File: config.mk
export PLATFORM = sky130hd
export DESIGN_NAME = tag_cache_mem_arbiter
export DESIGN_NICKNAME = d
export VERILOG_FILES = /design/src/rtl/tag_cache_mem_arbiter.sv
export SDC_FILE = /design/constraint.sdc
export NUM_CORES = 1
export LEC_CHECK = 0
export CORE_AREA = 2 2 172 174
export CTS_BUF_LIST = sky130_fd_sc_hd__clkbuf_4 sky130_fd_sc_hd__clkbuf_8
export DETAILED_ROUTE_END_ITERATION = 10
export DIE_AREA = 0 0 174 176
export PLACE_DENSITY = 0.48
export SLEW_MARGIN = 5
export SYNTH_ARGS = -nofsm -noshare
export SYNTH_HDL_FRONTEND = slang
export SYNTH_SLANG_ARGS = --single-unit
File: constraint.sdc
create_clock -name clk -period 2.8 [get_ports clk]
set_clock_uncertainty 0.15 [all_clocks]
set_input_delay 0.42 -clock clk [delete_from_list [all_inputs] [get_ports clk]]
set_output_delay 0.42 -clock clk [all_outputs]
set_load 0.1 [all_outputs]
File: src/rtl/tag_cache_mem_arbiter.sv
// Round-robin arbiter sharing one backing-memory port between tag-cache
// requesters. Reads are single-beat commands; write bursts lock the grant
// until the last beat is accepted. Read responses are routed by id.
module tag_cache_mem_arbiter #(
  parameter int unsigned NREQ  = 2,
  parameter int unsigned AW    = 32,
  parameter int unsigned DW    = 64,
  parameter int unsigned BEATS = 4,
  parameter int unsigned IDW   = $clog2(NREQ)
) (
  input  logic               clk,
  input  logic               rst,
  input  logic [NREQ-1:0]    req_valid,
  output logic [NREQ-1:0]    req_ready,
  input  logic [NREQ-1:0]    req_write,
  input  logic [NREQ*AW-1:0] req_addr,
  input  logic [NREQ*DW-1:0] req_data,
  output logic               mem_req_valid,
  input  logic               mem_req_ready,
  output logic               mem_req_write,
  output logic [AW-1:0]      mem_req_addr,
  output logic [DW-1:0]      mem_req_data,
  output logic [IDW-1:0]     mem_req_id,
  input  logic               mem_resp_valid,
  output logic               mem_resp_ready,
  input  logic [IDW-1:0]     mem_resp_id,
  input  logic [DW-1:0]      mem_resp_data,
  input  logic               mem_resp_last,
  output logic [NREQ-1:0]    resp_valid,
  output logic [DW-1:0]      resp_data,
  output logic               resp_last,
  input  logic [NREQ-1:0]    resp_ready
);

  localparam int unsigned BW = $clog2(BEATS);

  typedef enum logic {
    S_IDLE,
    S_WBURST
  } state_t;

  state_t         r_state, w_state_n;
  logic [IDW-1:0] r_prio,  w_prio_n;
  logic [IDW-1:0] r_gnt,   w_gnt_n;
  logic [BW-1:0]  r_beat,  w_beat_n;

  logic [IDW-1:0] w_winner;
  logic           w_any;
  logic [IDW-1:0] w_sel;
  logic           w_rd_in_burst;
  logic           w_hs;
  int unsigned    w_idx;

  // Pointer increment with explicit wrap so non-power-of-two NREQ works.
  function automatic logic [IDW-1:0] f_inc(input logic [IDW-1:0] x);
    return (32'(x) == NREQ - 1) ? '0 : x + IDW'(1);
  endfunction

  // Round-robin scan: first valid requester at or after the priority pointer.
  always_comb begin
    w_winner = '0;
    w_any    = 1'b0;
    w_idx    = 0;
    for (int unsigned k = 0; k < NREQ; k++) begin
      w_idx = (32'(r_prio) + k) % NREQ;
      if (!w_any && req_valid[w_idx]) begin
        w_any    = 1'b1;
        w_winner = IDW'(w_idx);
      end
    end
  end

  // Request datapath: forward the winner in IDLE, the locked requester in a burst.
  always_comb begin
    w_sel         = (r_state == S_IDLE) ? w_winner : r_gnt;
    mem_req_write = req_write[w_sel];
    mem_req_addr  = req_addr[32'(w_sel)*AW +: AW];
    mem_req_data  = req_data[32'(w_sel)*DW +: DW];
    mem_req_id    = w_sel;
    mem_req_valid = 1'b0;
    req_ready     = '0;
    // A read from the locked requester mid-burst stalls rather than interleaving.
    w_rd_in_burst = req_valid[r_gnt] && !req_write[r_gnt];
    if (!rst) begin
      case (r_state)
        S_IDLE: begin
          mem_req_valid       = w_any;
          req_ready[w_winner] = mem_req_ready && w_any;
        end
        S_WBURST: begin
          mem_req_valid    = req_valid[r_gnt] && !w_rd_in_burst;
          req_ready[r_gnt] = mem_req_ready && !w_rd_in_burst;
        end
        default: ;
      endcase
    end
    w_hs = mem_req_valid && mem_req_ready;
  end

  // Next-state logic: read handshakes rotate priority, writes lock the grant.
  always_comb begin
    w_state_n = r_state;
    w_prio_n  = r_prio;
    w_gnt_n   = r_gnt;
    w_beat_n  = r_beat;
    case (r_state)
      S_IDLE: begin
        if (w_hs) begin
          if (mem_req_write) begin
            w_gnt_n   = w_winner;
            w_beat_n  = BW'(1);
            w_state_n = S_WBURST;
          end else begin
            w_prio_n = f_inc(w_winner);
          end
        end
      end
      S_WBURST: begin
        if (w_hs) begin
          if (r_beat == BW'(BEATS - 1)) begin
            w_prio_n  = f_inc(r_gnt);
            w_beat_n  = '0;
            w_state_n = S_IDLE;
          end else begin
            w_beat_n = r_beat + BW'(1);
          end
        end
      end
      default: w_state_n = S_IDLE;
    endcase
  end

  // Arbitration state register; reset abandons any burst in progress.
  always_ff @(posedge clk) begin
    if (rst) begin
      r_state <= S_IDLE;
      r_prio  <= '0;
      r_gnt   <= '0;
      r_beat  <= '0;
    end else begin
      r_state <= w_state_n;
      r_prio  <= w_prio_n;
      r_gnt   <= w_gnt_n;
      r_beat  <= w_beat_n;
    end
  end

  // Response routing by id; out-of-range ids are accepted and dropped.
  always_comb begin
    resp_valid     = '0;
    mem_resp_ready = 1'b0;
    resp_data      = mem_resp_data;
    resp_last      = mem_resp_last;
    if (!rst) begin
      if (32'(mem_resp_id) < NREQ) begin
        resp_valid[mem_resp_id] = mem_resp_valid;
        mem_resp_ready          = resp_ready[mem_resp_id];
      end else begin
        mem_resp_ready = 1'b1;
      end
    end
  end

endmodule
==> results of run 1 <==
[power by group]
part	internal (mW)	leakage, nW	switching [mW]
combinational	0.993	2.38	1.40
clock	0.108	0.0262	0.0382
sequential	0.0761	0.0408	0.00484
[worst paths after layout]
check,start,endpoint,cells after the start
min reg2reg,r_gnt,r_gnt,2
min,r_gnt,r_gnt,2
max,req_valid[0],mem_req_data[8],7
max reg2reg,r_state,r_gnt,6
[state kept, by name, summed over array words and instances, names as in the netlist]
signal,flops
r_beat,2
r_gnt,1
r_prio,1
r_state,1
[cells in the mapped netlist (2+ instances only)]
cell	number
mux2_2	97
buf_4	68
buf_2	8
dfxtp_1	5
nand2b_1	5
mux2i_1	4
nor2_1	4
a21oi_1	3
inv_1	2
nand2_1	2
nor2b_1	2
o21ai_0	2
[cell usage in the layout (no fill, tap or decap), types with 3 or more instances in the layout]
cell,instances
a21oi_1,3
buf_4,14
buf_12,107
clkdlybuf4s50_1,202
nand2b_1,5
nor2_1,4
dfxtp_1,5
clkbuf_8,3
mux2_2,97
mux2i_1,4
[through the flow]
| stage | instances | cell area, µm² |
|---|---|---|
| 6_report | 857 | 6319 |
| 2_1_floorplan | 222 | 2072 |
| 3_5_place_dp | 850 | 6252 |
| 4_1_cts | 854 | 6301 |
| 5_1_grt | 856 | 6316 |
| 3_3_place_gp | 850 | 6252 |
[per-layer routing]
metal	track usage	wire, µm	share of wire	up-vias
met1	0.09708	5486	0.38	1162
li1	-	-	-	1223
met4	0.002101	23	0.0016	2
met3	0.05534	2164	0.15	6
met2	0.1469	6758	0.47	258
met5	0	13	0.00090	-
[worst register-to-register path: cells and delay by family (launching register included)]
family | cells | cell delay, ps
multiplexers | 2 | 620
buffers and inverters | 1 | 250
flip-flops | 1 | 310
AND/OR/NAND/NOR | 2 | 320
AO/OA/AOI/OAI | 1 | 200
[cell families (layout without fill, tap and decap cells)]
kind of cell,count (synthesis),after routing,synth area share
AOI/OAI and AO/OA,17,17,0.07204
and+or+nand+nor,19,19,0.05388
muxes,101,101,0.5478
adders and majority gates,1,1,0.006052
DFF,5,5,0.04843
other,0,1,0
buffers and inverters,79,329,0.2718
[layout make-up]
type | count | area share
antenna | 1 | 0.0003960
clock buffer | 4 | 0.007723
inverter | 2 | 0.001188
multi-input combinational | 138 | 0.2232
sequential | 5 | 0.01584
tap | 384 | 0.07604
timing repair buffer | 323 | 0.6756
==> summary.txt, run 1 <==
Outcome
  – Status: finished clean

Floorplanning
  – Core ar.: 28,550 µm²
  – Die Width: 174 µm
  – Initial Util: 0.07241
  – I/O Pins: 437
  – Row cnt: 62
  – Die area: 30,620 µm²
  – Die H: 176 µm

STA
  – Tcrit/Tclk final: 0.9803
  – Hold Vio Cnt, Final: 0
  – Hold Worst Slack: 388.1 ps
  – Setup ws final: 55.21 ps
  – RSZ-0062 raised after global routing: true
  – FMAX: 0.3643 GHz
  – Fin Setup TNS: 0 ps
  – Min cycle time layout: 2745 ps
  – Worst-margin pin slew: 314.2 ps
  – Final setup viols: 0
  – Max-slew headroom: 0.7883
  – Max Transition Viols Final: 0

Place
  – Port Buffer Count: 306
  – Dpl hpwl: 13,290 µm
  – GPL Wtd Cong: 0.7195
  – Dpl ws: 26.49 ps

Worst setup path
  – Crit-path slowest cell: clkdlybuf4s50_1
  – Critical path launch point type: input port
  – Cell mode on critical path: buf_12
  – Crit-path max FO: 20
  – Worst path bufs/invs: 4
  – Worst reg-to-reg setup slack: 880 ps
  – Worst path arrival time: 2170 ps
  – Kind of critical path: input port to output port
  – Worst endpoint required time: 2230 ps
  – CP endpoint kind: output port
  – Worst path cell trace: clkdlybuf4s50_1, nor2b_2, o21ai_4, buf_12, buf_12, mux2_2, buf_12
  – Cell family with most CP delay: buffers and inverters
  – CP peak stage delay: 440 ps

Yosys
  – Seq/Total Area, Yosys: 0.04843
  – Area leader, netlist: mux2_2
  – Yosys cell types: 32
  – Synth async-reset ratio: 0
  – Mapped Cells: 222
  – Mapped cell area: 2067 µm²
  – Syn nets: 491
  – Mean Syn Cell Area: 9.311 µm²
  – Post-synth top area share: 0.5285
  – Synthesized flop and latch total: 5
  – Yosys warnings: 0
  – Synth area leaders: mux2_2 53%, buf_4 25%, dfxtp_1 4.8%
  – EDFF count, synth: 0
  – Synth Flop Type: dfxtp_1

Detailed routing
  – Post-route DRC: 0
  – DR vias: 2,651
  – Initial drt markers: 33
  – Via/cell ratio: 3.093
  – Drt first pass iters: 4
  – Total routed wirelength: 14,450 µm
  – Antenna Nets Post-Route: 0
  – Wire length per cell: 16.86 µm

Clocking
  – Clk sinks: 5
  – Root buf cell: clkbuf_8
  – Post-CTS Hold Buffers: 0
  – Setup bufs post-CTS: 0
  – Post-cts repair resize count: 0
  – CTS Buf Count: 3
  – CTS tree: done
  – Clk buf depth: 2
  – H-tree depth: 1
  – Clk_lat worst skew: 220 ps
  – Reg clk slew, reported paths: 40 ps

Layout
  – Register area: 100.1 µm²
  – Combined area of the multi-input logic cells: 1410 µm²
  – Util after Layout: 0.2213
  – Final nets: 742
  – Area grow syn2layout: 205.7%
  – Share of cells above drive strength 1: 0.4831
  – Fillers: 3,135

Hold path
  – HP Class: flop to flop

Run
  – Max-cap viol count: 0

Power and ir drop
  – Peak supply drop: 0.0001742 V
  – Pwr per Cell Area: 415.0 nW/µm²
  – Leak pwr: 2.446 nW
  – Total power: 2.622 mW

Global route
  – Gr usage total: 0.08675
  – Largest net degree at the start of global routing: 42
  – First-pass GRT wire length: 19,800 µm
  – Initial antenna violation count: 2
  – Vias in the first global route: 2,933
  – Grt total ovfl: 0
Power figures use the tool's default switching activity.
==> run 2, diff against run 1 <==
GPL_ROUTABILITY_DRIVEN = 0   (was default)
==> results of run 2 <==
Same layout as run 1: the final DEF is identical, and so are final timing and power.
==> run 3, diff against run 2 <==
clock period = 3.27 ns   (was 2.8 ns; I/O delays follow)
==> run 3 against run 2 <==
Effect of this change:
- routed wire length shrank 1.9%
- sequential power fell by 12%
- worst setup slack better by 210 ps
- via count rose by 0.26%
- register-to-register slack better by 300 ps
- critical path depth stayed put
- power fell by 15%
- hold slack improved by 3.7 ps
- largest cell class unchanged
- final cell count decreased by 1.2%
- die area is the same
- global-route usage down 0.11 points
- clock-buffer cell count is the same
==> summary.txt, run 3 (synthesis results as in run 1) <==
Worst setup path
  – Worst endpoint required time: 2630 ps
  – CP endpoint kind: output port
  – Worst path arrival time: 2370 ps
  – Crit Reg-Reg Startpoint: r_state
  – Critical path launch point type: input port
  – Crit-path max FO: 22
  – Crit path from: req_valid[0]
  – Kind of critical path: input port to output port

Floorplanning
  – Die area: 30,620 µm²
  – Initial Util: 0.07241
  – Die Width: 174 µm
  – I/O Pins: 437
  – Core ar.: 28,550 µm²
  – Die H: 176 µm
  – Row cnt: 62

Detailed routing
  – Drt first pass iters: 4
  – Via/cell ratio: 3.138
  – Wire length per cell: 16.73 µm
  – Initial drt markers: 35
  – Total routed wirelength: 14,170 µm
  – DR vias: 2,658
  – Antenna Nets Post-Route: 0
  – Post-route DRC: 0

Layout
  – Reg with most FFs: r_beat
  – Share of cells above drive strength 1: 0.4719
  – Non-Filler Instances: 847
  – Max FFs per register: 2
  – Fillers: 3,111
  – Most common cell after layout, fill and taps aside: clkdlybuf4s50_1
  – Commonest non-fill, non-tap cells in the layout: 202 x clkdlybuf4s50_1, 104 x buf_12, 97 x mux2_2
  – Final nets: 732
  – Area grow syn2layout: 200.2%

Power and ir drop
  – Total power: 2.226 mW
  – Leak pwr: 2.385 nW
  – Peak supply drop: 0.0001774 V
  – Pwr per Cell Area: 358.7 nW/µm²

Clocking
  – Setup bufs post-CTS: 0
  – H-tree depth: 1
  – Post-cts repair resize count: 0
  – CTS tree: done
  – CTS Buf Count: 3
  – Root buf cell: clkbuf_8
  – Clk buf depth: 2
  – Post-CTS Hold Buffers: 0
  – Clk_lat worst skew: 220 ps
  – Clk sinks: 5
  – Reg clk slew, reported paths: 40 ps

Global route
  – First-pass GRT wire length: 19,510 µm
  – Gr usage total: 0.08566
  – Largest net degree at the start of global routing: 46
  – Vias in the first global route: 2,799
  – Initial antenna violation count: 2
  – Grt total ovfl: 0

STA
  – Tcrit/Tclk final: 0.9196
  – Final setup viols: 0
  – RSZ-0062 raised after global routing: false
  – Min cycle time layout: 3007 ps
  – Max Transition Viols Final: 0
  – Hold Vio Cnt, Final: 0
  – Max-slew headroom: 0.7248
  – FMAX: 0.3325 GHz
  – Fin Setup TNS: 0 ps
  – Worst-margin pin slew: 412.2 ps

Hold path
  – HP Start: r_prio
  – HP Class: flop to flop

Place
  – # placed instances: 842
  – Dpl hpwl: 13,080 µm
  – Port Buffer Count: 306

Run
  – Max-cap viol count: 0

Outcome
  – Status: finished clean
==> run 3: report_power, final <==
part / switching, mW / leakage [nW] / internal (mW)
clock: 0.0329 / 0.0262 / 0.0922
sequential: 0.00643 / 0.0408 / 0.0652
combinational: 1.20 / 2.32 / 0.834
total: 1.23 / 2.39 / 0.991
==> run 3: layout make-up <==
type                       instances  area (µm²)  share of cell area
timing repair buffer             313        4156              0.6698
multi-input combinational        138        1410              0.2272
tap                              384       480.5             0.07742
sequential                         5       100.1             0.01613
clock buffer                       4       48.80            0.007863
inverter                           2       7.507            0.001210
antenna                            1       2.502           0.0004032
==> run 3: critical path: stages <==
cell and delay (ps):
clkdlybuf4s50_1 490, nor2b_2 210, o21ai_4 210, buf_12 210, buf_4 190, mux2_2 360
buf_12 170
==> run 3: final timing paths <==
kind                      endpoint  slack, ps  cells past startpoint
hold reg to reg             r_prio        390                      2
hold / removal              r_prio        390                      2
setup / recovery  mem_req_data[17]        260                      7
setup reg to reg             r_gnt       1180                      6
==> run 3: through the flow <==
step | util | area (µm²) | setup slack, ps | hold WS (ps)
finish | 0.2174 | 6206 | 262.8 | 391.7
global route | 0.2173 | 6203 | 162.0 | 425.8
CTS | 0.2173 | 6203 | 242.3 | 392.6
global placement | 0.2156 | 6155 | 256.0 | 376.6
detailed placement | 0.2156 | 6155 | 246.2 | 384.3
floorplan | - | 2072 | 285.9 | 335.8
==> run 3: per-layer routing <==
layer  track usage  share of wire
met5      0.001603        0.00092
met2        0.1391           0.46
met1       0.09750           0.37
met4      0.008403         0.0081
met3       0.05556           0.16
